==> src/rtl/morra_pkg.sv <==
// Shared encodings and state type for the morra_cinese_n match controller.
package morra_pkg;

  // Round (MANCHE) and match (PARTITA) result codes.
  localparam logic [1:0] ESITO_NULLO = 2'b00;
  localparam logic [1:0] ESITO_G1    = 2'b01;
  localparam logic [1:0] ESITO_G2    = 2'b10;
  localparam logic [1:0] ESITO_PARI  = 2'b11;

  typedef enum logic {
    IDLE  = 1'b0,
    GIOCO = 1'b1
  } stato_t;

endpackage

==> src/rtl/morra_giudice.sv <==
// Combinational round judge for an odd number of cyclic moves.
// A round is valid when both codes are in 1..N_MOSSE and the previous
// winner does not repeat its winning move; the winner follows the
// cyclic distance d = (primo - secondo) mod N_MOSSE.
module morra_giudice
  import morra_pkg::*;
#(
  parameter int N_MOSSE = 3,
  parameter int W_MOSSA = $clog2(N_MOSSE + 1)
) (
  input  logic [W_MOSSA-1:0] primo,
  input  logic [W_MOSSA-1:0] secondo,
  input  logic               ult_valido,
  input  logic               ult_g2,
  input  logic [W_MOSSA-1:0] ult_mossa,
  output logic               valida,
  output logic [1:0]         esito
);

  localparam logic [W_MOSSA:0] N_EXT = (W_MOSSA + 1)'(N_MOSSE);
  localparam logic [W_MOSSA:0] META  = (W_MOSSA + 1)'((N_MOSSE - 1) / 2);

  logic [W_MOSSA:0] diff;
  logic [W_MOSSA:0] d;
  logic             codici_ok;
  logic             ripetuta;

  // Validity check, modular distance (one conditional add) and verdict.
  always_comb begin
    codici_ok = (primo != '0) && ({1'b0, primo} <= N_EXT) &&
                (secondo != '0) && ({1'b0, secondo} <= N_EXT);
    ripetuta  = ult_valido && (ult_g2 ? (secondo == ult_mossa) : (primo == ult_mossa));
    valida    = codici_ok && !ripetuta;
    // Both operands are below N_MOSSE+1, so the extra bit acts as a sign.
    diff      = {1'b0, primo} - {1'b0, secondo};
    d         = diff[W_MOSSA] ? (diff + N_EXT) : diff;
    esito     = ESITO_NULLO;
    if (valida) begin
      if (d == '0) begin
        esito = ESITO_PARI;
      end else if (d <= META) begin
        esito = ESITO_G1;
      end else begin
        esito = ESITO_G2;
      end
    end
  end

endmodule

==> src/rtl/morra_cinese_n.sv <==
// Parametrised rock-paper-scissors match controller: FSM, score and
// round counters, early-win detection and registered outputs.
module morra_cinese_n
  import morra_pkg::*;
#(
  parameter int N_MOSSE    = 3,
  parameter int W_MOSSA    = $clog2(N_MOSSE + 1),
  parameter int MIN_MANCHE = 4,
  parameter int VANTAGGIO  = 2,
  parameter int W_CNT      = $clog2(MIN_MANCHE + 2**(2 * W_MOSSA))
) (
  input  logic               clk,
  input  logic               rst,
  input  logic               INIZIA,
  input  logic [W_MOSSA-1:0] PRIMO,
  input  logic [W_MOSSA-1:0] SECONDO,
  output logic [1:0]         MANCHE,
  output logic [1:0]         PARTITA,
  output logic [W_CNT-1:0]   PUNTI1,
  output logic [W_CNT-1:0]   PUNTI2,
  output logic [W_CNT-1:0]   RIMASTE,
  output logic               ATTIVA
);

  localparam logic [W_CNT-1:0] MIN_C  = W_CNT'(MIN_MANCHE);
  localparam logic [W_CNT-1:0] VANT_C = W_CNT'(VANTAGGIO);

  stato_t             stato_q, stato_d;
  logic [1:0]         manche_q, manche_d;
  logic [1:0]         partita_q, partita_d;
  logic [W_CNT-1:0]   punti1_q, punti1_d;
  logic [W_CNT-1:0]   punti2_q, punti2_d;
  logic [W_CNT-1:0]   rimaste_q, rimaste_d;
  logic [W_CNT-1:0]   giocate_q, giocate_d;
  logic               attiva_q, attiva_d;
  logic               ult_valido_q, ult_valido_d;
  logic               ult_g2_q, ult_g2_d;
  logic [W_MOSSA-1:0] ult_mossa_q, ult_mossa_d;

  logic               valida;
  logic [1:0]         esito;
  logic [W_CNT-1:0]   distacco;
  logic               fine;

  morra_giudice #(
    .N_MOSSE (N_MOSSE),
    .W_MOSSA (W_MOSSA)
  ) u_giudice (
    .primo      (PRIMO),
    .secondo    (SECONDO),
    .ult_valido (ult_valido_q),
    .ult_g2     (ult_g2_q),
    .ult_mossa  (ult_mossa_q),
    .valida     (valida),
    .esito      (esito)
  );

  // Next state: restart has priority, otherwise score one valid round.
  always_comb begin
    stato_d      = stato_q;
    manche_d     = ESITO_NULLO;
    partita_d    = ESITO_NULLO;
    punti1_d     = punti1_q;
    punti2_d     = punti2_q;
    rimaste_d    = rimaste_q;
    giocate_d    = giocate_q;
    ult_valido_d = ult_valido_q;
    ult_g2_d     = ult_g2_q;
    ult_mossa_d  = ult_mossa_q;
    // ATTIVA lags the FSM by one edge so it stays up alongside PARTITA.
    attiva_d     = (stato_q == GIOCO);
    distacco     = '0;
    fine         = 1'b0;
    if (INIZIA) begin
      stato_d      = GIOCO;
      attiva_d     = 1'b1;
      rimaste_d    = MIN_C + W_CNT'({PRIMO, SECONDO});
      punti1_d     = '0;
      punti2_d     = '0;
      giocate_d    = '0;
      ult_valido_d = 1'b0;
    end else if (stato_q == GIOCO && valida) begin
      manche_d  = esito;
      rimaste_d = rimaste_q - 1'b1;
      giocate_d = giocate_q + 1'b1;
      if (esito == ESITO_G1) begin
        punti1_d     = punti1_q + 1'b1;
        ult_valido_d = 1'b1;
        ult_g2_d     = 1'b0;
        ult_mossa_d  = PRIMO;
      end else if (esito == ESITO_G2) begin
        punti2_d     = punti2_q + 1'b1;
        ult_valido_d = 1'b1;
        ult_g2_d     = 1'b1;
        ult_mossa_d  = SECONDO;
      end else begin
        ult_valido_d = 1'b0;
      end
      distacco = (punti1_d >= punti2_d) ? (punti1_d - punti2_d) : (punti2_d - punti1_d);
      fine = (rimaste_d == '0) ||
             ((VANT_C != '0) && (distacco >= VANT_C) && (giocate_d >= MIN_C));
      if (fine) begin
        stato_d = IDLE;
        if (punti1_d > punti2_d) begin
          partita_d = ESITO_G1;
        end else if (punti2_d > punti1_d) begin
          partita_d = ESITO_G2;
        end else begin
          partita_d = ESITO_PARI;
        end
      end
    end
  end

  // State and output registers with synchronous reset.
  always_ff @(posedge clk) begin
    if (rst) begin
      stato_q      <= IDLE;
      manche_q     <= ESITO_NULLO;
      partita_q    <= ESITO_NULLO;
      punti1_q     <= '0;
      punti2_q     <= '0;
      rimaste_q    <= '0;
      giocate_q    <= '0;
      attiva_q     <= 1'b0;
      ult_valido_q <= 1'b0;
      ult_g2_q     <= 1'b0;
      ult_mossa_q  <= '0;
    end else begin
      stato_q      <= stato_d;
      manche_q     <= manche_d;
      partita_q    <= partita_d;
      punti1_q     <= punti1_d;
      punti2_q     <= punti2_d;
      rimaste_q    <= rimaste_d;
      giocate_q    <= giocate_d;
      attiva_q     <= attiva_d;
      ult_valido_q <= ult_valido_d;
      ult_g2_q     <= ult_g2_d;
      ult_mossa_q  <= ult_mossa_d;
    end
  end

  assign MANCHE  = manche_q;
  assign PARTITA = partita_q;
  assign PUNTI1  = punti1_q;
  assign PUNTI2  = punti2_q;
  assign RIMASTE = rimaste_q;
  assign ATTIVA  = attiva_q;

endmodule

==> config.mk <==
export PLATFORM = sky130hd
export DESIGN_NAME = morra_cinese_n
export DESIGN_NICKNAME = d
export VERILOG_FILES = /design/src/rtl/morra_pkg.sv /design/src/rtl/morra_giudice.sv /design/src/rtl/morra_cinese_n.sv
export SDC_FILE = /design/constraint.sdc
export NUM_CORES = 1
export LEC_CHECK = 0
export ABC_AREA = 1
export BUFFER_PORTS_ARGS = -buffer_cell sky130_fd_sc_hd__buf_4
export CAP_MARGIN = 20
export CELL_PAD_IN_SITES_DETAIL_PLACEMENT = 0
export CELL_PAD_IN_SITES_GLOBAL_PLACEMENT = 2
export CORE_MARGIN = 8
export CORE_UTILIZATION = 36
export CTS_BUF_LIST = sky130_fd_sc_hd__clkbuf_4 sky130_fd_sc_hd__clkbuf_8 sky130_fd_sc_hd__clkbuf_16
export CTS_CLUSTER_DIAMETER = 100
export DETAILED_ROUTE_END_ITERATION = 8
export PLACE_DENSITY_LB_ADDON = 0.12
export SLEW_MARGIN = 0
export SYNTH_ARGS = -nofsm -noshare
export SYNTH_HDL_FRONTEND = slang
export SYNTH_HIERARCHICAL = 1
export SYNTH_SLANG_ARGS = --single-unit
==> constraint.sdc <==
create_clock -name clk -period 6.27 [get_ports clk]
set_input_delay 0 -clock clk [delete_from_list [all_inputs] [get_ports clk]]
set_output_delay 0 -clock clk [all_outputs]
set_load 0.01 [all_outputs]
==> metrics.log <==
[metrics] mean area per synthesized cell: 7.32 µm²
[metrics] combinational family with the most area after synthesis: simple AND/OR/NAND/NOR gates
[metrics] average routed wire per standard cell: 13.3 µm
[metrics] most common library cell in the layout ignoring fill and taps: sky130_fd_sc_hd__nand2_1
[metrics] CP Max Fanout: 11
[metrics] path type of the worst min-delay path: in -> reg
[metrics] chip height: 94.1 µm
[metrics] initial core utilization: 37.1%
[metrics] Synth Instances: 300
[metrics] die width: 94.1 µm
[metrics] All-Layer GR Usage: 12.9%
[metrics] data required time of the worst path: 6.44 ns
[metrics] Worst Slack Setup Final: 2.02 ns
[metrics] Post-Layout Cell Count: 404
[metrics] hold slack final: 0.0274 ns
[metrics] synthesized-area fraction occupied by and/or/nand/nor cells: 24.7%
[metrics] share of synthesized cell area in full adder, half adder and majority cells: 14.7%
[metrics] final critical path time including I/O delays and setup: 4.25 ns
[metrics] # diodes: 0
[metrics] Post-Route Setup TNS: 0 ns
[metrics] most frequent cells in the layout: sky130_fd_sc_hd__nand2_1 (56), sky130_fd_sc_hd__inv_1 (49), sky130_fd_sc_hd__dfxtp_1 (30)
[metrics] Synth Area in Compound Gates: 16.5%
[metrics] worst IR drop on VDD: 0.0000966 V
[metrics] run status: finished, final reports clean
[metrics] multiplexer fraction of the synthesized cell area: 0%
[metrics] worst setup slack after placement: 1.70 ns
[metrics] final core utilization: 43.2%
[metrics] Area Growth Syn to Fin: 16.6%
[metrics] wire length after detailed routing: 5380 µm
[metrics] iteration count of the initial detailed-routing pass: 4
[metrics] Remaining DRCs: 0
[metrics] clock root cell: sky130_fd_sc_hd__clkbuf_8
[metrics] Max stage delay on crit path: 0.46 ns
[metrics] worst relative slew slack: 52.5%
[metrics] sequential share of the synthesized area: 27.4%
[metrics] final setup skew: 0.00904 ns
[metrics] number of clock buffers inserted by TritonCTS: 5
[metrics] via count normalized by instance count: 4.68
[metrics] Sinks on Clock Net: 30
[metrics] share of layout cells above drive strength 1: 16.4%
[metrics] first-pass GRT wire length: 8950 µm
[metrics] TritonCTS clock tree: built
[metrics] antenna violation net count after detailed routing: 0
[metrics] unrepaired setup endpoints after global routing: false
[metrics] final total power: 634 µW
[metrics] most common cell type on the critical path: sky130_fd_sc_hd__nand2_1
[metrics] post-layout net count: 359
[metrics] clock slew seen by the registers of the worst setup and hold paths: 0.07 ns
[metrics] placer congestion estimate: 0.793
[metrics] maximum capacitance violations: 0
[metrics] # setup viols final: 0
[metrics] Syn Nets: 331
[metrics] buffers inserted by post-CTS timing repair: 0
[metrics] Synth Area in XOR/XNOR: 5.59%
[metrics] CP Class: in -> reg
[metrics] cell family with the largest share of critical-path delay: adder cells
[metrics] highest achievable clock rate: 235 MHz
[metrics] number of design-rule violations left by the first detailed-router iteration: 89
[metrics] maximum clock insertion buffer count: 2
[metrics] number of global-route vias before repair: 1,900
[metrics] Unique masters post-synth: 34
[metrics] largest net degree at the start of global routing: 25
[metrics] Worst Tran Pin Value: 0.712 ns
[metrics] Syn Std Cell Area: 0.00219 mm²
[metrics] crit start category: primary input
[metrics] total congestion overflow after global routing: 0
[metrics] critical path data arrival time: 4.42 ns
[metrics] reg2reg setup slack: 2.31 ns
[metrics] endpoint class of the critical path: register
[metrics] hold buffers post-CTS: 1
[metrics] Ys Warns: 6
[metrics] total cell area at the placement stage: 0.00243 mm²
[metrics] count of boundary I/O pins: 27
[metrics] number of cells in the design after placement: 394
[metrics] half-perimeter wire length after detailed placement: 4180 µm
[metrics] final std cell area, no fill: 0.00256 mm²
[metrics] die area: 0.00885 mm²
[metrics] final cycle utilization of the critical path: 67.8%
[metrics] port buffer count: 26
[metrics] worst skew pair latency: 0.28 ns
[metrics] register bit count reported by yosys: 30
[metrics] Core Footprint: 0.00592 mm²
[metrics] number of antenna violations at the first check in global routing: 0
[metrics] total number of vias: 1,891
[metrics] number of hold violations in the final report: 0
[metrics] CTS H-tree lvls: 2
[metrics] highest-delay cell along the critical path: sky130_fd_sc_hd__fa_1
[metrics] Max Transition Viols Final: 0
[metrics] number of buffer and inverter instances along the worst setup path: 6
[metrics] Cell Rows: 28
[metrics] P per Cell Area: 248 mW/mm²
[metrics] CTS resizes: 0
[metrics] leakage: 1.29 nW
==> registers in the layout, indices dropped and copies added (netlist names) <==
name	cells
RIMASTE	5
PARTITA	2
stato_q	1
PUNTI1	5
ult_valido_q	1
MANCHE	2
ult_g2_q	1
ult_mossa_q	2
giocate_q	5
PUNTI2	5
ATTIVA	1
==> worst register-to-register path, delay by kind of cell (launching register included) <==
family	cells	cell delay [ns]
AND/OR/NAND/NOR	18	1.45
AO/OA/AOI/OAI	3	0.86
adder cells (fa/ha/maj)	2	0.71
flip-flops	1	0.42
buffers and inverters	5	0.41
==> worst paths after layout <==
kind / startpoint / to / depth (start not counted)
setup / recovery: PRIMO[0] / PARTITA[1]$_SDFF_PP0_ / 28
hold / removal: PRIMO[1] / ult_mossa_q[1]$_SDFFE_PP0P_ / 3
setup reg to reg: ult_g2_q$_SDFFE_PP0P_ / PARTITA[1]$_SDFF_PP0_ / 28
hold reg to reg: RIMASTE[1]$_SDFFE_PP0P_ / RIMASTE[1]$_SDFFE_PP0P_ / 2
==> cells in the mapped netlist <==
| cell type | number | area share [%] |
|---|---|---|
| sky130_fd_sc_hd__nand2_4 | 1 | 0.51 |
| sky130_fd_sc_hd__dfxtp_1 | 30 | 27 |
| sky130_fd_sc_hd__a21oi_4 | 1 | 0.74 |
| sky130_fd_sc_hd__nand3_2 | 2 | 0.91 |
| sky130_fd_sc_hd__fa_1 | 3 | 2.7 |
| sky130_fd_sc_hd__a21oi_2 | 2 | 0.80 |
| sky130_fd_sc_hd__or2_2 | 3 | 0.86 |
| sky130_fd_sc_hd__o21ai_1 | 2 | 0.46 |
| sky130_fd_sc_hd__a21o_2 | 1 | 0.40 |
| sky130_fd_sc_hd__a22o_1 | 1 | 0.40 |
| sky130_fd_sc_hd__ha_1 | 21 | 12 |
| sky130_fd_sc_hd__nand3_1 | 10 | 2.3 |
| sky130_fd_sc_hd__nand4_1 | 9 | 2.6 |
| sky130_fd_sc_hd__nand2_2 | 5 | 1.4 |
| sky130_fd_sc_hd__o21ai_0 | 22 | 5.0 |
| sky130_fd_sc_hd__a21oi_1 | 19 | 4.3 |
| sky130_fd_sc_hd__a22oi_1 | 2 | 0.68 |
| sky130_fd_sc_hd__inv_2 | 1 | 0.17 |
| sky130_fd_sc_hd__nand3_4 | 2 | 1.6 |
| sky130_fd_sc_hd__nor2_1 | 22 | 3.8 |
| sky130_fd_sc_hd__xor2_1 | 7 | 2.8 |
| sky130_fd_sc_hd__o211ai_1 | 3 | 1.0 |
| sky130_fd_sc_hd__o22a_1 | 1 | 0.40 |
| sky130_fd_sc_hd__nand3b_1 | 2 | 0.68 |
| sky130_fd_sc_hd__or2_1 | 1 | 0.29 |
| sky130_fd_sc_hd__clkbuf_1 | 3 | 0.51 |
| sky130_fd_sc_hd__inv_1 | 49 | 8.4 |
| sky130_fd_sc_hd__xnor2_1 | 7 | 2.8 |
| sky130_fd_sc_hd__a21boi_0 | 1 | 0.34 |
| sky130_fd_sc_hd__a31oi_1 | 3 | 0.86 |
| sky130_fd_sc_hd__buf_6 | 4 | 2.1 |
| sky130_fd_sc_hd__o21bai_1 | 3 | 1.0 |
| sky130_fd_sc_hd__nor2_2 | 1 | 0.29 |
| sky130_fd_sc_hd__nand2_1 | 56 | 9.6 |
==> cells by family after synthesis <==
logic type / after synthesis
AND/OR/NAND/NOR: 114
XOR/XNOR: 14
buffers and inverters: 57
adder cells (fa/ha/maj): 24
flip-flops: 30
AO/OA/AOI/OAI: 61
==> power breakdown <==
part           total, mW  internal, mW  switching (mW)
clock              0.204         0.128          0.0761
combinational      0.224        0.0895           0.134
sequential         0.207         0.199         0.00818
total              0.634         0.416           0.218
==> layer usage <==
layer | GRT usage [%] | vias up | routed length [µm]
met3 | 2.80 | 6 | 104
met1 | 15.3 | 840 | 2560
met5 | 0 | - | 0
li1 | - | 1022 | -
met2 | 22.2 | 23 | 2650
met4 | 4.36 | 0 | 65
==> area by class of cell <==
class,instances,area [µm²]
Inverter,50,188
Multi-Input combinational cell,213,1350
Tap cell,75,93.8
Fill cell,637,3360
Clock inverter,1,30.0
Sequential cell,30,601
Clock buffer,7,83.8
Timing Repair Buffer,28,213
Note: power is estimated with default switching activity, not from simulation.
